File: config.mk
export PLATFORM = sky130hd
export DESIGN_NAME = dsp_output_sequencer
export DESIGN_NICKNAME = d
export VERILOG_FILES = /design/src/rtl/dsp_out_seq_pkg.sv /design/src/rtl/dsp_out_pulse_timer.sv /design/src/rtl/dsp_output_sequencer.sv
export SDC_FILE = /design/constraint.sdc
export NUM_CORES = 1
export LEC_CHECK = 0
export CORE_MARGIN = 1
export CORE_UTILIZATION = 30
export CTS_CLUSTER_DIAMETER = 30
export DETAILED_ROUTE_END_ITERATION = 12
export PLACE_DENSITY_LB_ADDON = 0.08
export SLEW_MARGIN = 15
export SYNTH_ARGS = -nofsm -noshare
export SYNTH_HDL_FRONTEND = slang
export SYNTH_SLANG_ARGS = --single-unit
File: constraint.sdc
create_clock -name clkDspIn -period 1.3 [get_ports clkDspIn]
set_clock_uncertainty 0.1 [all_clocks]
set_input_delay 0.13 -clock clkDspIn [delete_from_list [all_inputs] [get_ports clkDspIn]]
set_output_delay 0.13 -clock clkDspIn [all_outputs]
set_load 0.02 [all_outputs]
File: src/rtl/dsp_out_seq_pkg.sv
// Shared constants, register offsets and bus-FSM encoding for the DSP output sequencer.
package dsp_out_seq_pkg;

  localparam int CH_W = 8;

  localparam logic [1:0] OFF_SET   = 2'd0;
  localparam logic [1:0] OFF_CLR   = 2'd1;
  localparam logic [1:0] OFF_PULSE = 2'd2;
  localparam logic [1:0] OFF_PLEN  = 2'd3;

  localparam logic [7:0] PULSE_LEN_RST = 8'd16;

  typedef enum logic [1:0] {
    ST_IDLE    = 2'd0,
    ST_WR_HOLD = 2'd1,
    ST_RD_HOLD = 2'd2
  } bus_state_t;

  // A zero length would make the down-counter wrap, so it is stored as one clock.
  function automatic logic [7:0] norm_len(input logic [7:0] len);
    return (len == 8'd0) ? 8'd1 : len;
  endfunction

endpackage

File: src/rtl/dsp_out_pulse_timer.sv
// Pulse down-counter: loads len on start, stays busy for len clocks; done marks the final clock.
module dsp_out_pulse_timer
  import dsp_out_seq_pkg::*;
(
  input  logic       clkDspIn,
  input  logic       dsp_reset,
  input  logic       start,
  input  logic [7:0] len,
  output logic       busy,
  output logic       done
);

  logic [7:0] r_cnt;
  logic       r_busy;

  // done is high during the cycle whose closing edge brings the count to zero.
  assign done = r_busy && (r_cnt == 8'd1);
  assign busy = r_busy;

  always_ff @(posedge clkDspIn or negedge dsp_reset) begin
    if (!dsp_reset) begin
      r_cnt  <= 8'd0;
      r_busy <= 1'b0;
    end else if (start && !r_busy) begin
      r_cnt  <= norm_len(len);
      r_busy <= 1'b1;
    end else if (r_busy) begin
      r_cnt <= r_cnt - 8'd1;
      if (done) r_busy <= 1'b0;
    end
  end

endmodule

File: src/rtl/dsp_output_sequencer.sv
// DSP bus-mapped output register with SET/CLR/readback and optional timed pulses.
// Pulse timer present only when DSP_OUT_PULSE_TIMER_EN is defined.
module dsp_output_sequencer
  import dsp_out_seq_pkg::*;
#(
  parameter logic [10:0] BASE_ADDR = 11'h100
) (
  input  logic            clkDspIn,
  input  logic            dsp_reset,
  input  logic            we_deb,
  input  logic            re_deb,
  input  logic [10:0]     ab_buf,
  input  logic [CH_W-1:0] db_in,
  output logic [CH_W-1:0] out_bits,
  output logic            busy,
  output logic [CH_W-1:0] db_out,
  output logic            db_oe
);

  // Bus handshake: an access fires once on the IDLE edge where its strobe is
  // sampled low; the FSM then holds until that strobe is sampled high again.
  bus_state_t      r_state;
  logic [CH_W-1:0] r_out_bits;
  logic [CH_W-1:0] r_db_out;
  logic            r_db_oe;

  logic [10:0]     w_off;
  logic            w_hit;
  logic [1:0]      w_reg;
  logic            w_wr_go;
  logic            w_rd_go;
  logic            w_busy;
  logic [CH_W-1:0] w_pulse_clr;
  logic [CH_W-1:0] w_pulse_set;
  logic [7:0]      w_plen_rd;
  logic [CH_W-1:0] w_out_next;
  logic [CH_W-1:0] w_rd_data;

  assign w_off   = ab_buf - BASE_ADDR;
  assign w_hit   = (w_off[10:2] == 9'd0);
  assign w_reg   = w_off[1:0];
  assign w_wr_go = (r_state == ST_IDLE) && !we_deb && w_hit;
  assign w_rd_go = (r_state == ST_IDLE) && we_deb && !re_deb && w_hit;

`ifdef DSP_OUT_PULSE_TIMER_EN
  logic [7:0]      r_pulse_len;
  logic [CH_W-1:0] r_pulse_mask;
  logic            w_start;
  logic            w_done;

  assign w_start = w_wr_go && (w_reg == OFF_PULSE) && !w_busy;

  always_ff @(posedge clkDspIn or negedge dsp_reset) begin
    if (!dsp_reset) begin
      r_pulse_len  <= PULSE_LEN_RST;
      r_pulse_mask <= '0;
    end else begin
      if (w_wr_go && (w_reg == OFF_PLEN)) r_pulse_len <= norm_len(db_in);
      if (w_start) r_pulse_mask <= db_in;
    end
  end

  dsp_out_pulse_timer u_pulse_timer (
    .clkDspIn  (clkDspIn),
    .dsp_reset (dsp_reset),
    .start     (w_start),
    .len       (r_pulse_len),
    .busy      (w_busy),
    .done      (w_done)
  );

  assign w_pulse_clr = w_done  ? r_pulse_mask : '0;
  assign w_pulse_set = w_start ? db_in        : '0;
  assign w_plen_rd   = r_pulse_len;
`else
  assign w_busy      = 1'b0;
  assign w_pulse_clr = '0;
  assign w_pulse_set = '0;
  assign w_plen_rd   = 8'd0;
`endif

  // Pulse-end clear is applied first so a coincident bus write wins per bit.
  always_comb begin
    w_out_next = r_out_bits & ~w_pulse_clr;
    if (w_wr_go) begin
      case (w_reg)
        OFF_SET:   w_out_next = w_out_next | db_in;
        OFF_CLR:   w_out_next = w_out_next & ~db_in;
        OFF_PULSE: w_out_next = w_out_next | w_pulse_set;
        default:   w_out_next = w_out_next;
      endcase
    end
  end

  always_comb begin
    w_rd_data = '0;
    case (w_reg)
      OFF_SET:  w_rd_data = r_out_bits;
      OFF_PLEN: w_rd_data = w_plen_rd;
      default:  w_rd_data = '0;
    endcase
  end

  always_ff @(posedge clkDspIn or negedge dsp_reset) begin
    if (!dsp_reset) begin
      r_state    <= ST_IDLE;
      r_out_bits <= '0;
      r_db_out   <= '0;
      r_db_oe    <= 1'b0;
    end else begin
      r_out_bits <= w_out_next;
      case (r_state)
        ST_IDLE: begin
          if (w_wr_go) begin
            r_state <= ST_WR_HOLD;
          end else if (w_rd_go) begin
            r_state  <= ST_RD_HOLD;
            r_db_out <= w_rd_data;
            r_db_oe  <= 1'b1;
          end
        end
        ST_WR_HOLD: begin
          if (we_deb) r_state <= ST_IDLE;
        end
        ST_RD_HOLD: begin
          if (re_deb) begin
            r_state <= ST_IDLE;
            r_db_oe <= 1'b0;
          end
        end
        default: begin
          r_state <= ST_IDLE;
          r_db_oe <= 1'b0;
        end
      endcase
    end
  end

  assign out_bits = r_out_bits;
  assign busy     = w_busy;
  assign db_out   = r_db_out;
  assign db_oe    = r_db_oe;

endmodule

==> results.tsv, run 1 <==
stage	metric	value	unit
status	status	finished, violations left	
status	violated checks	negative setup slack	
sta	Hold Vio Cnt, Final	0	
sta	Pins Over Slew Limit	0	
worst_setup_path	CP cell instances	buf_6 -> nor4_4 -> buf_4 -> nand4_1 -> mux2i_1	
sta	f_max	699.5	MHz
grt	GR peak layer	met2	
sta	Final setup viols	17	
synth	post-synthesis cell count	93	
layout	NumNets Final	174	
synth	post-synthesis adder-cell area fraction	0	%
place	Port Buffer Count	39	
floorplan	die height	59.66	um
floorplan	Initial Util	32.14	%
min_path	Hold Crit Class	in -> async	
worst_setup_path	CP endpoint kind	flop	
clock_tree	CTS tree	built	
worst_setup_path	critical path peak fanout	8	
clock_tree	CTS Sinks	19	
flow_run	max cap viols	0	
floorplan	Core Rows	20	
grt	GR Util All Layers	14.45	%
worst_setup_path	Worst R2R Path Depth	5	
clock_tree	H-tree depth	1	
route	drt total wl	2351	um
grt	pin count of the biggest net entering global routing	20	
place	HPWL after detailed placement	1758	um
clock_tree	CTS Buf Count	3	
route	drt first pass iters	4	
grt	vias in the first global route	875	
synth	#FFs+latches synth	19	
power	PwrDens	687.6	mW/mm2
synth	Synth Area in Compound Gates	1.631	%
route	# DRC	0	
worst_setup_path	CP arrival	1.55	ns
route	Starting DRT DRC Count	21	
worst_setup_path	CP max stage cell	dfrtp_1	
route	remaining antenna violation count	0	
grt	grt met2 use	25.40	%
clock_tree	Clock Path Buffers	2	
sta	Setup TNS	-1.816	ns
synth	Seq/Total Area, Yosys	47.68	%
layout	# diodes	0	
sta	Final WS setup	-0.1295	ns
place	Placer Congestion	0.7314	
synth	number of distinct library cells after synthesis	21	
layout	commonest non-fill, non-tap cell in the layout	clkdlybuf4s50_1	
synth	Net Count, Synth	116	
layout	filler instances	300	
synth	Synth Area in XOR/XNOR	0	%
synth	Post-Syn Area	997.2	um2
power	total power	1.098	mW
power	leakage power	0.8698	nW
power	Max VDD drop	0.0002571	V
synth	post-synthesis simple-gate area fraction	25.97	%
sta	part of the cycle the worst path needs	110.0	%
clock_tree	Clock Latency Late Sink	0.29	ns
sta	Fin Hold WS	0.06137	ns
sta	unrepaired setup endpoints after global routing	yes	
worst_setup_path	critical path data required time	1.42	ns
layout	layout cells sized above 1	18.00	%
floorplan	Placeable Area	0.003103	mm2
worst_setup_path	slowest stage delay, CP	0.45	ns
worst_setup_path	FF-to-FF Start	r_state[0]	
layout	commonest cells after routing, fill and taps aside	22 x clkdlybuf4s50_1, 18 x dfrtp_1, 16 x inv_1, 16 x mux2i_1	
layout	Sequential Area	476.7	um2
synth	largest family of logic cells by synthesized area	simple AND/OR/NAND/NOR gates	
synth	Ys Warns	0	
layout	area grow syn2layout	60.10	%
grt	met1 GRT Util	17.75	%
clock_tree	root buffer cell	clkbuf_4	
grt	grt ovf	0	
grt	initial antenna violation count	0	
floorplan	Die Area	0.003559	mm2
route	DR vias/cell	4.474	
worst_setup_path	kind of critical path	reg -> reg	
route	Wirelength per Cell	12.12	um
grt	GR Util met3	3.030	%
floorplan	Die Wd	59.66	um
route	DR vias	868	
worst_setup_path	flop2flop setup slack	-0.13	ns
sta	Tmin final	1.430	ns
clock_tree	clock-pin transition on the worst setup and hold timing paths	0.11	ns
synth	Avg Inst Size Synth	10.72	um2
grt	first-pass GRT wire length	3801	um
floorplan	Top Ports	41	
synth	mux cell area share after synthesis	16.06	%
layout	area occupied by multi-input gates	457.9	um2
worst_setup_path	Setup crit start kind	flop	
## timing repair
item,4_1_cts,5_1_grt
setup endpoints to repair,35,22
buffers inserted,1,1
pin swaps,9,1
hold buffers,0,0
resized for setup,20,5
## synth_stat cells (all sizes together)
cell     n  share of area [%]
buf      2                1.9
inv     16                6.0
nand2b   1               0.63
and3b    8                7.0
nand4    9                6.3
nor4b    1               0.88
conb     1               0.38
nand2   10                3.8
clkbuf   1               0.38
o21ai    1               0.50
nor2b    1               0.63
nor3     2                2.1
nor2     1               0.38
a21oi    1               0.50
dfrtp   19                 48
nor4     2                4.3
mux2i   16                 16
a31oi    1               0.63
## how the worst max path moves through the flow
stage / from / endpoint / slack, ns / cells past startpoint
2_1_floorplan: r_state[1] / db_out[0] / -0.02 / 4
3_3_place_gp: ab_buf[2] / flop / -0.29 / 5
3_5_place_dp: we_deb / db_out[7] / -0.34 / 5
4_1_cts: r_state[1] / db_out[1] / -0.11 / 4
5_1_grt: r_state[0] / flop / -0.20 / 5
6_report: r_state[0] / flop / -0.13 / 5
## routing by layer
layer | part of all wire, % | routed length (um)
met5 | 0 | 0
met4 | 1.4 | 34
met3 | 4.8 | 112
met2 | 50 | 1168
met1 | 44 | 1035
## through the flow
stage	instances	cell area [um2]	worst slack [ns]	util, %
after detailed placement	188	1551	-0.3393	50.00
after global routing	194	1597	-0.1978	51.45
after CTS	193	1578	-0.1061	50.85
after global placement	188	1551	-0.2920	50.00
after floorplan	93	1003	-0.01791	-
final	194	1597	-0.1295	51.45
## power by group
group          switching, mW  internal (mW)  leakage (nW)
sequential           0.00435          0.599         0.181
clock                  0.175          0.119        0.0150
combinational         0.0857          0.115         0.674
total                  0.265          0.833         0.870
## cell type report
| cell class | instances | area share (%) |
|---|---|---|
| inverter | 16 | 3.762 |
| timing repair buffer | 56 | 32.60 |
| tap | 44 | 3.448 |
| sequential | 19 | 29.86 |
| clock buffer | 4 | 1.646 |
| multi-input combinational | 55 | 28.68 |
## cells by family after synthesis
logic type             after synthesis
AOI/OAI and AO/OA                    3
DFF                                 19
other                                1
buffers and inverters               19
and+or+nand+nor                     35
muxes                               16
## critical path, delay by kind of cell, from the launching register on
kind | cells | cell delay [ns]
flops | 1 | 0.45
simple gates | 2 | 0.29
mux | 1 | 0.18
buf+inv | 2 | 0.34
Note: power is estimated with default switching activity, not from simulation.
==> run 2, diff against run 1 <==
- SKIP_CTS_REPAIR_TIMING: not set -> 1
==> results.tsv, run 2 (synthesis results as in run 1) <==
stage	metric	value	unit
sta	Final WS setup	-0.1173	ns
route	drt total wl	2377	um
layout	commonest non-fill, non-tap cell in the layout	clkdlybuf4s50_1	
clock_tree	Clock Path Buffers	2	
grt	vias in the first global route	857	
clock_tree	CTS Buf Count	3	
worst_setup_path	slowest stage delay, CP	0.45	ns
sta	f_max	705.6	MHz
floorplan	Top Ports	41	
power	Seq pwr share	54.9	%
worst_setup_path	Worst R2R Path Depth	5	
floorplan	Placeable Area	0.003103	mm2
worst_setup_path	flop2flop setup slack	-0.12	ns
sta	unrepaired setup endpoints after global routing	yes	
power	Gate power share	18.6	%
worst_setup_path	kind of critical path	reg -> reg	
clock_tree	root buffer cell	clkbuf_4	
route	DR vias/cell	4.505	
worst_setup_path	CP endpoint kind	flop	
worst_setup_path	Setup crit start kind	flop	
worst_setup_path	Crit path depth	5	
route	DR vias	874	
clock_tree	Clock Latency Late Sink	0.29	ns
grt	grt met2 use	24.44	%
power	Int Pwr	0.8369	mW
sta	part of the cycle the worst path needs	109.0	%
worst_setup_path	FF-to-FF Start	r_state[0]	
grt	first-pass GRT wire length	3732	um
place	Placement Setup Slack	-0.3393	ns
clock_tree	CTS Sinks	19	
worst_setup_path	CP cell instances	buf_6 -> nor4_4 -> buf_4 -> nand4_1 -> mux2i_1	
status	violated checks	negative setup slack	
place	HPWL after detailed placement	1758	um
floorplan	Initial Util	32.14	%
min_path	Hold Crit Class	in -> async	
route	remaining antenna violation count	0	
floorplan	Die Area	0.003559	mm2
power	P_sw	0.2626	mW
layout	layout cells sized above 1	18.67	%
floorplan	Die Wd	59.66	um
worst_setup_path	critical path data required time	1.41	ns
power	Clock Power Share	26.5	%
floorplan	Core Rows	20	
worst_setup_path	worst path bufs/invs	2	
clock_tree	clock-pin transition on the worst setup and hold timing paths	0.11	ns
clock_tree	H-tree depth	1	
power	Sw Share	23.88	%
grt	pin count of the biggest net entering global routing	20	
sta	Hold Vio Cnt, Final	0	
place	Placer Congestion	0.7314	
flow_run	max cap viols	0	
grt	met1 GRT Util	17.89	%
worst_setup_path	CP arrival	1.53	ns
layout	# diodes	0	
place	Port Buffer Count	39	
route	drt first pass iters	3	
power	leakage power	0.9046	nW
floorplan	die height	59.66	um
layout	filler instances	293	
route	# DRC	0	
power	PwrDens	663.2	mW/mm2
sta	Setup TNS	-1.779	ns
grt	GR peak layer	met2	
grt	initial antenna violation count	0	
route	Wirelength per Cell	12.25	um
sta	Tmin final	1.417	ns
sta	Final setup viols	17	
route	Starting DRT DRC Count	19	
worst_setup_path	Crit. Startpoint	r_state[0]	
power	Max VDD drop	0.0002572	V
worst_setup_path	critical path peak fanout	8	
layout	area grow syn2layout	66.25	%
clock_tree	CTS tree	built	
worst_setup_path	CP max stage cell	dfrtp_2	
worst_setup_path	CP delay by family, top	flip-flops	
grt	GR Util met3	3.030	%
grt	grt ovf	0	
layout	commonest cells after routing, fill and taps aside	22 x clkdlybuf4s50_1, 17 x dfrtp_1, 17 x dlymetal6s2s_1, 16 x inv_1, 16 x mux2i_1	
grt	GR Util All Layers	14.22	%
status	status	finished, violations left	
layout	NumNets Final	174	
sta	Pins Over Slew Limit	0	
run 2: cell count changes in the layout (fill, tap and decap cells not counted):
| cell | previous run | this run |
|---|---|---|
| dfrtp_2 | 1 | 2 |
| dfrtp_1 | 18 | 17 |
| dlygate4sd2_1 | 14 | 0 |
| dlymetal6s2s_1 | 0 | 17 |
| clkdlybuf4s15_1 | 3 | 0 |
run 2: power groups by stage:
stage	combinational, mW	sequential, mW	clock (mW)
finish	0.204	0.603	0.292
CTS	0.205	0.604	0.300
floorplan	0.0515	0.626	0
global placement	0.203	0.615	0
global route	0.222	0.605	0.330
detailed placement	0.205	0.615	0
run 2: worst min path at each step:
stage / slack (ns) / startpoint / endpoint / cells past startpoint
floorplan: -0.27 / dsp_reset / asynchronous set/reset pin / 0
global placement: 0.36 / db_oe / db_oe / 2
detailed placement: 0.38 / db_oe / db_oe / 2
CTS: 0.07 / dsp_reset / db_out[4] / 2
global route: 0.08 / dsp_reset / asynchronous set/reset pin / 2
finish: 0.06 / dsp_reset / db_out[4] / 2
run 2: layout make-up:
class | instances | area [um2] | share of cell area [%]
Timing Repair Buffer | 56 | 580.6 | 35.02
Clock buffer | 4 | 26.28 | 1.585
Multi-Input combinational cell | 55 | 457.9 | 27.62
Inverter | 16 | 60.06 | 3.623
Tap cell | 44 | 55.05 | 3.321
Sequential cell | 19 | 478.0 | 28.83
run 2: routing by layer:
metal,vias up,routed length (um)
met3,6,119
met4,0,56
li1,430,-
met2,28,1176
met1,410,1025
met5,-,0
run 2: per-stage QoR:
stage	area, um2	utilization, %	hold WS, ns	power (mW)	cells
floorplan	1003	-	-0.2656	0.6771	93
CTS	1578	50.85	0.07219	1.109	192
global placement	1551	50.00	0.3619	0.8182	188
global route	1658	53.43	0.07910	1.156	194
finish	1658	53.43	0.06468	1.100	194
detailed placement	1551	50.00	0.3784	0.8205	188
